## src/rtl/muldiv_unit.sv

```systemverilog
// muldiv_unit
// Iterative 32-bit multiply/divide unit (MULTU, MULT, DIVU, DIV).
// One result bit is produced per cycle over 32 RUN cycles. A final FIX cycle
// applies the sign correction and writes the HI/LO result registers.
//
// Ports
//   clk        rising-edge clock
//   rst        synchronous active-high reset
//   Start      request, sampled only while idle
//   Op         00 MULTU, 01 MULT, 10 DIVU, 11 DIV
//   OperandA   multiplicand / dividend (register file ReadData1)
//   OperandB   multiplier / divisor    (register file ReadData2)
//   Busy       operation in progress
//   Done       one-cycle pulse, Hi/Lo valid from this cycle
//   DivByZero  divide with OperandB = 0 (valid with Done, held until next op)
//   Hi         product upper word / remainder
//   Lo         product lower word / quotient
//
// state | meaning
// IDLE  | waiting for Start
// RUN   | 32 iterations, count 31 down to 0
// FIX   | sign correction, Hi/Lo write, Done pulse
module muldiv_unit #(
    parameter int WIDTH = 32
) (
    input  logic             clk,
    input  logic             rst,
    input  logic             Start,
    input  logic [1:0]       Op,
    input  logic [WIDTH-1:0] OperandA,
    input  logic [WIDTH-1:0] OperandB,
    output logic             Busy,
    output logic             Done,
    output logic             DivByZero,
    output logic [WIDTH-1:0] Hi,
    output logic [WIDTH-1:0] Lo
);

    localparam int CW = $clog2(WIDTH);

    typedef enum logic [1:0] {
        IDLE = 2'd0,
        RUN  = 2'd1,
        FIX  = 2'd2
    } state_t;

    state_t state, nextState;

    logic [CW-1:0]      count;
    // Multiply: {partial product high, multiplier being shifted out}.
    // Divide:   {partial remainder, dividend shifting into quotient}.
    logic [2*WIDTH-1:0] acc;
    logic               opDiv;
    logic [WIDTH-1:0]   magA;
    logic [WIDTH-1:0]   magB;
    logic               negRes;
    logic               negRem;
    logic [WIDTH-1:0]   hiReg;
    logic [WIDTH-1:0]   loReg;
    logic               dbzReg;
    logic               doneReg;

    logic               accept;
    logic               signA;
    logic               signB;
    logic [WIDTH-1:0]   absA;
    logic [WIDTH-1:0]   absB;

    logic [WIDTH-1:0]   addend;
    logic [WIDTH:0]     mulSum;
    logic [WIDTH:0]     divShift;
    logic               divGe;
    logic [WIDTH-1:0]   divDiff;

    logic [WIDTH-1:0]   quo;
    logic [WIDTH-1:0]   rem;
    logic               isDbz;

    // Only odd opcodes (MULT, DIV) are signed.
    assign signA  = Op[0] & OperandA[WIDTH-1];
    assign signB  = Op[0] & OperandB[WIDTH-1];
    assign absA   = signA ? -OperandA : OperandA;
    assign absB   = signB ? -OperandB : OperandB;
    assign accept = (state == IDLE) && Start;

    // Shift-add step: add multiplicand when the current multiplier bit is set,
    // then shift the whole accumulator right, carry included.
    assign addend = acc[0] ? magA : '0;
    assign mulSum = {1'b0, acc[2*WIDTH-1:WIDTH]} + {1'b0, addend};

    // Restoring step: shift the next dividend bit into the remainder and keep
    // the difference only when it does not go negative. The compare needs the
    // 33rd bit; the difference itself always fits in WIDTH bits when taken.
    assign divShift = {acc[2*WIDTH-1:WIDTH], acc[WIDTH-1]};
    assign divGe    = divShift >= {1'b0, magB};
    assign divDiff  = divShift[WIDTH-1:0] - magB;

    assign quo   = acc[WIDTH-1:0];
    assign rem   = acc[2*WIDTH-1:WIDTH];
    assign isDbz = (magB == '0);

    always_comb begin
        nextState = state;
        case (state)
            IDLE:    if (Start) nextState = RUN;
            RUN:     if (count == '0) nextState = FIX;
            FIX:     nextState = IDLE;
            default: nextState = IDLE;
        endcase
    end

    always_ff @(posedge clk) begin
        if (rst) begin
            state <= IDLE;
        end else begin
            state <= nextState;
        end
    end

    always_ff @(posedge clk) begin
        if (rst) begin
            count   <= '0;
            acc     <= '0;
            opDiv   <= 1'b0;
            magA    <= '0;
            magB    <= '0;
            negRes  <= 1'b0;
            negRem  <= 1'b0;
            hiReg   <= '0;
            loReg   <= '0;
            dbzReg  <= 1'b0;
            doneReg <= 1'b0;
        end else begin
            doneReg <= (state == FIX);
            if (accept) begin
                count  <= CW'(WIDTH - 1);
                opDiv  <= Op[1];
                magA   <= absA;
                magB   <= absB;
                negRes <= signA ^ signB;
                negRem <= signA;
                acc    <= Op[1] ? {{WIDTH{1'b0}}, absA} : {{WIDTH{1'b0}}, absB};
            end else if (state == RUN) begin
                count <= count - 1'b1;
                if (opDiv) begin
                    acc <= {(divGe ? divDiff : divShift[WIDTH-1:0]), acc[WIDTH-2:0], divGe};
                end else begin
                    acc <= {mulSum, acc[WIDTH-1:1]};
                end
            end else if (state == FIX) begin
                if (!opDiv) begin
                    {hiReg, loReg} <= negRes ? -acc : acc;
                    dbzReg         <= 1'b0;
                end else if (isDbz) begin
                    // Return the dividend as latched; negRem carries its sign.
                    hiReg  <= negRem ? -magA : magA;
                    loReg  <= '1;
                    dbzReg <= 1'b1;
                end else begin
                    loReg  <= negRes ? -quo : quo;
                    hiReg  <= negRem ? -rem : rem;
                    dbzReg <= 1'b0;
                end
            end
        end
    end

    assign Busy      = (state != IDLE);
    assign Done      = doneReg;
    assign DivByZero = dbzReg;
    assign Hi        = hiReg;
    assign Lo        = loReg;

endmodule

```

## config.mk

```make
export PLATFORM = sky130hd
export DESIGN_NAME = muldiv_unit
export DESIGN_NICKNAME = d
export VERILOG_FILES = /design/src/rtl/muldiv_unit.sv
export SDC_FILE = /design/constraint.sdc
export NUM_CORES = 1
export LEC_CHECK = 0
export BUFFER_PORTS_ARGS = -buffer_cell sky130_fd_sc_hd__buf_2
export CAP_MARGIN = 20
export CORE_MARGIN = 2
export CORE_UTILIZATION = 56
export DETAILED_ROUTE_END_ITERATION = 10
export PLACE_DENSITY = 0.75
export SLEW_MARGIN = 30
export SYNTH_ARGS = -nofsm -noshare
export SYNTH_HDL_FRONTEND = slang
export SYNTH_SLANG_ARGS = --single-unit
```

## constraint.sdc

```tcl
create_clock -name clk -period 4.7 [get_ports clk]
set_input_delay 0.47 -clock clk [delete_from_list [all_inputs] [get_ports clk]]
set_output_delay 0.47 -clock clk [all_outputs]
set_load 0.01 [all_outputs]
```

==> results by group <==
Logic synthesis
  • Asr flop ratio synth: 0%
  • Yosys Warn Count: 0
  • Register area share after synthesis: 24.4%
  • Number of synthesized flops with an enable pin: 0
  • Synth Net Count: 2427
  • Count of state elements after synthesis: between 200 and 250
  • Dominant synthesized flop cell: dfxtp_1
  • Syn avg cell area: around 7.3 um2
  • Cell count after synthesis: 2285
  • Mapped cell area: 16700 um2
  • Cell variety after synth: 83
  • Area fraction of the dominant cell type after synthesis: 24.4%
  • Yosys top cell by area: dfxtp_1
  • Most common cell in the netlist: nor2_1
  • Top cells by area, synth: dfxtp_1 24%, a21oi_1 6.0%, ha_1 5.3%
  • Synth top cells by count: 234 x nor2_1, 212 x nand2_1, 204 x dfxtp_1

Finish
  • Share of cells above drive strength 1: 10.9%
  • Post-route cell area: 18200 um2
  • Antenna fix cells: 0
  • Area growth from synthesis to layout: 8.99%
  • Fillcell total: 2756
  • Reg area: 4090 um2
  • NumNets Final: 2447
  • Area of the multi-input gates: 11700 um2

Clock tree
  • Clock Sinks: 204
  • Clk pin slew, worst setup/hold paths: 0.06 ns
  • Max H-tree Level: 1
  • CTS Hold Buffers Added: 0
  • Clock latency on the worst-skew pair: 0.54 ns
  • CTS tree: done
  • Clk root buf: clkbuf_16
  • Post-CTS setup buffer count: 0
  • CTS Buf Count: 23
  • Max clock buf depth: 3
  • Post-cts sizing count: 0

STA
  • Setup TNS: 0 ns
  • Post-layout min period: between 3 and 4 ns
  • Worst Clk Skew: a little over 0.009 ns
  • Worst Tran Pin Value: approximately 0.96 ns
  • Fin Hold WS: 0.242 ns
  • Final critical-path setup slack: roughly 0.89 ns
  • Setup violators final: 0
  • Fin crit share: 81.2%
  • Unrepaired setup endpoints after global routing: false
  • Max Freq: 0.262 GHz
  • Final hold viol count: 0
  • Max transition margin: between 30% and 40%
  • Max-slew violation count: 0

Setup path
  • Setup crit start: acc[31]
  • Worst r2r src: acc[31]
  • Crit Path Class: reg -> reg
  • CP Max Fanout: 14
  • Crit start category: register
  • CP Capture Type: register
  • CP Data Required Time: 5.10 ns
  • CP Data Arrival Time: 4.22 ns

Global route
  • Gr usage total: between 30% and 40%
  • Grt ovf: 0
  • Vias in the first global route: 16500
  • Largest net degree at the start of global routing: 97
  • Initial antenna violation count: 1
  • First-pass GRT wire length: 89500 um

Floorplanning
  • Core Area: 29500 um2
  • Die height: 177 um
  • I/O Pins: 136
  • Die width: 177 um
  • DIE AREA: 31300 um2
  • Row cnt: 63
  • Starting Density: 56.7%

Flow run
  • Maxcap violations: 0

Power and ir drop
  • Total power divided by cell area: 291 nW/um2
  • VDD IR-drop max: 352 uV
  • P_leak: roughly 7.4 nW

Place
  • Cell Area, Placed: approximately 18000 um2
  • Place WS: 1.05 ns
  • DPL Wire Length: 44300 um
  • PortBufs: about 140
  • GPL Wtd Cong: roughly 1.0

Route
  • Via count: 17800
  • Final WL: between 50000 and 60000 um
  • Met3 WL: 4680 um
  • Per-cell routed wire length: 21.4 um
  • DRT Pass-1 Iters: 6
  • Met2 wire length: 26900 um
  • Top Metal Used: met5
  • Antenna Nets Post-Route: 0
  • DRC viols: 0
  • DRT iter0 DRCs: 1980
  • Drt via density: 6.56
  • Met1 wire length: 23100 um

Hold path
  • HP Class: in -> reg
  • Hold Startpoint: OperandB[0]

Status
  • Outcome: finished, final reports clean
report_power, final:
part	switching (mW)	internal, mW	total [mW]
Clock	0.777	0.981	1.76
Sequential	0.207	1.85	2.05
Combinational	0.950	0.550	1.50
worst paths after layout:
| path | end | cells past startpoint | slack [ns] |
|---|---|---|---|
| worst max-delay path | acc[36] | 13 | 0.89 |
| worst min-delay path | magB[0] | 3 | 0.24 |
| worst max register to register | acc[36] | 13 | 0.89 |
| worst min register to register | Hi[19] | 2 | 0.44 |
cell usage in the layout (no fill, tap or decap), types with 24 or more instances in the layout:
cell      count
a211oi_1     80
inv_1        80
and2_1       40
xnor2_1      83
o21ai_0     175
nor2_1      232
o31ai_1      31
nand2_1     211
xor2_1       92
ha_1         71
o211ai_1     42
or3_1        25
a31oi_1      26
dfxtp_1     201
nand3_1      44
a21oi_1     199
a21o_1       33
nor3_1       62
nor4_1       24
buf_2       134
buf_4        36
mux2i_1      64
registers in the layout, indices dropped and copies added (netlist names):
name and cells:
acc 64, Hi 32, Lo 32, magA 32, magB 32, count 5
state 2, DivByZero 1, Done 1, negRem 1, negRes 1, opDiv 1
cell type report:
| class | count | area share, % |
|---|---|---|
| multi-input combinational | 1824 | 64.1 |
| inverter | 81 | 1.67 |
| tap | 390 | 2.68 |
| clock inverter | 7 | 0.295 |
| sequential | 204 | 22.4 |
| clock buffer | 32 | 3.62 |
| timing repair buffer | 171 | 5.23 |
critical path, stage by stage (launching register included):
cell and delay [ns]:
dfxtp_1 0.48, inv_1 0.14, ha_1 0.24, nor2b_1 0.15
o211ai_1 0.16, a211o_1 0.35, a2111oi_0 0.52, buf_4 0.21
o22a_1 0.20, a21o_1 0.30, buf_4 0.30, mux2_2 0.36
a21oi_1 0.16, o21ai_0 0.10
stage by stage:
| stage | utilization [%] | power [mW] | instances |
|---|---|---|---|
| 6_report | 61.8 | 5.31 | 2709 |
| 3_3_place_gp | 59.4 | 3.51 | 2670 |
| 4_1_cts | 61.8 | 5.27 | 2709 |
| 5_1_grt | 61.8 | 5.52 | 2709 |
| 2_1_floorplan | - | 3.06 | 2285 |
| 3_5_place_dp | 59.4 | 3.53 | 2670 |
metal layers:
layer | vias to the layer above | global-route usage (%)
met1 | 8352 | 45.1
li1 | 8344 | -
met2 | 851 | 61.1
met3 | 233 | 5.20
met4 | 2 | 18.3
met5 | - | 0
cell families (layout without fill, tap and decap cells):
logic type      Yosys count  in the layout  share of synthesized area, %
mux                      71             71                          4.71
buf+inv                 257            291                          5.90
xor+xnor                175            175                          9.17
fa+ha+maj                73             73                          5.55
flops                   204            204                          24.4
compound gates          738            738                          28.3
simple gates            767            767                          22.0
No activity file was read; power rests on OpenSTA's default activity.
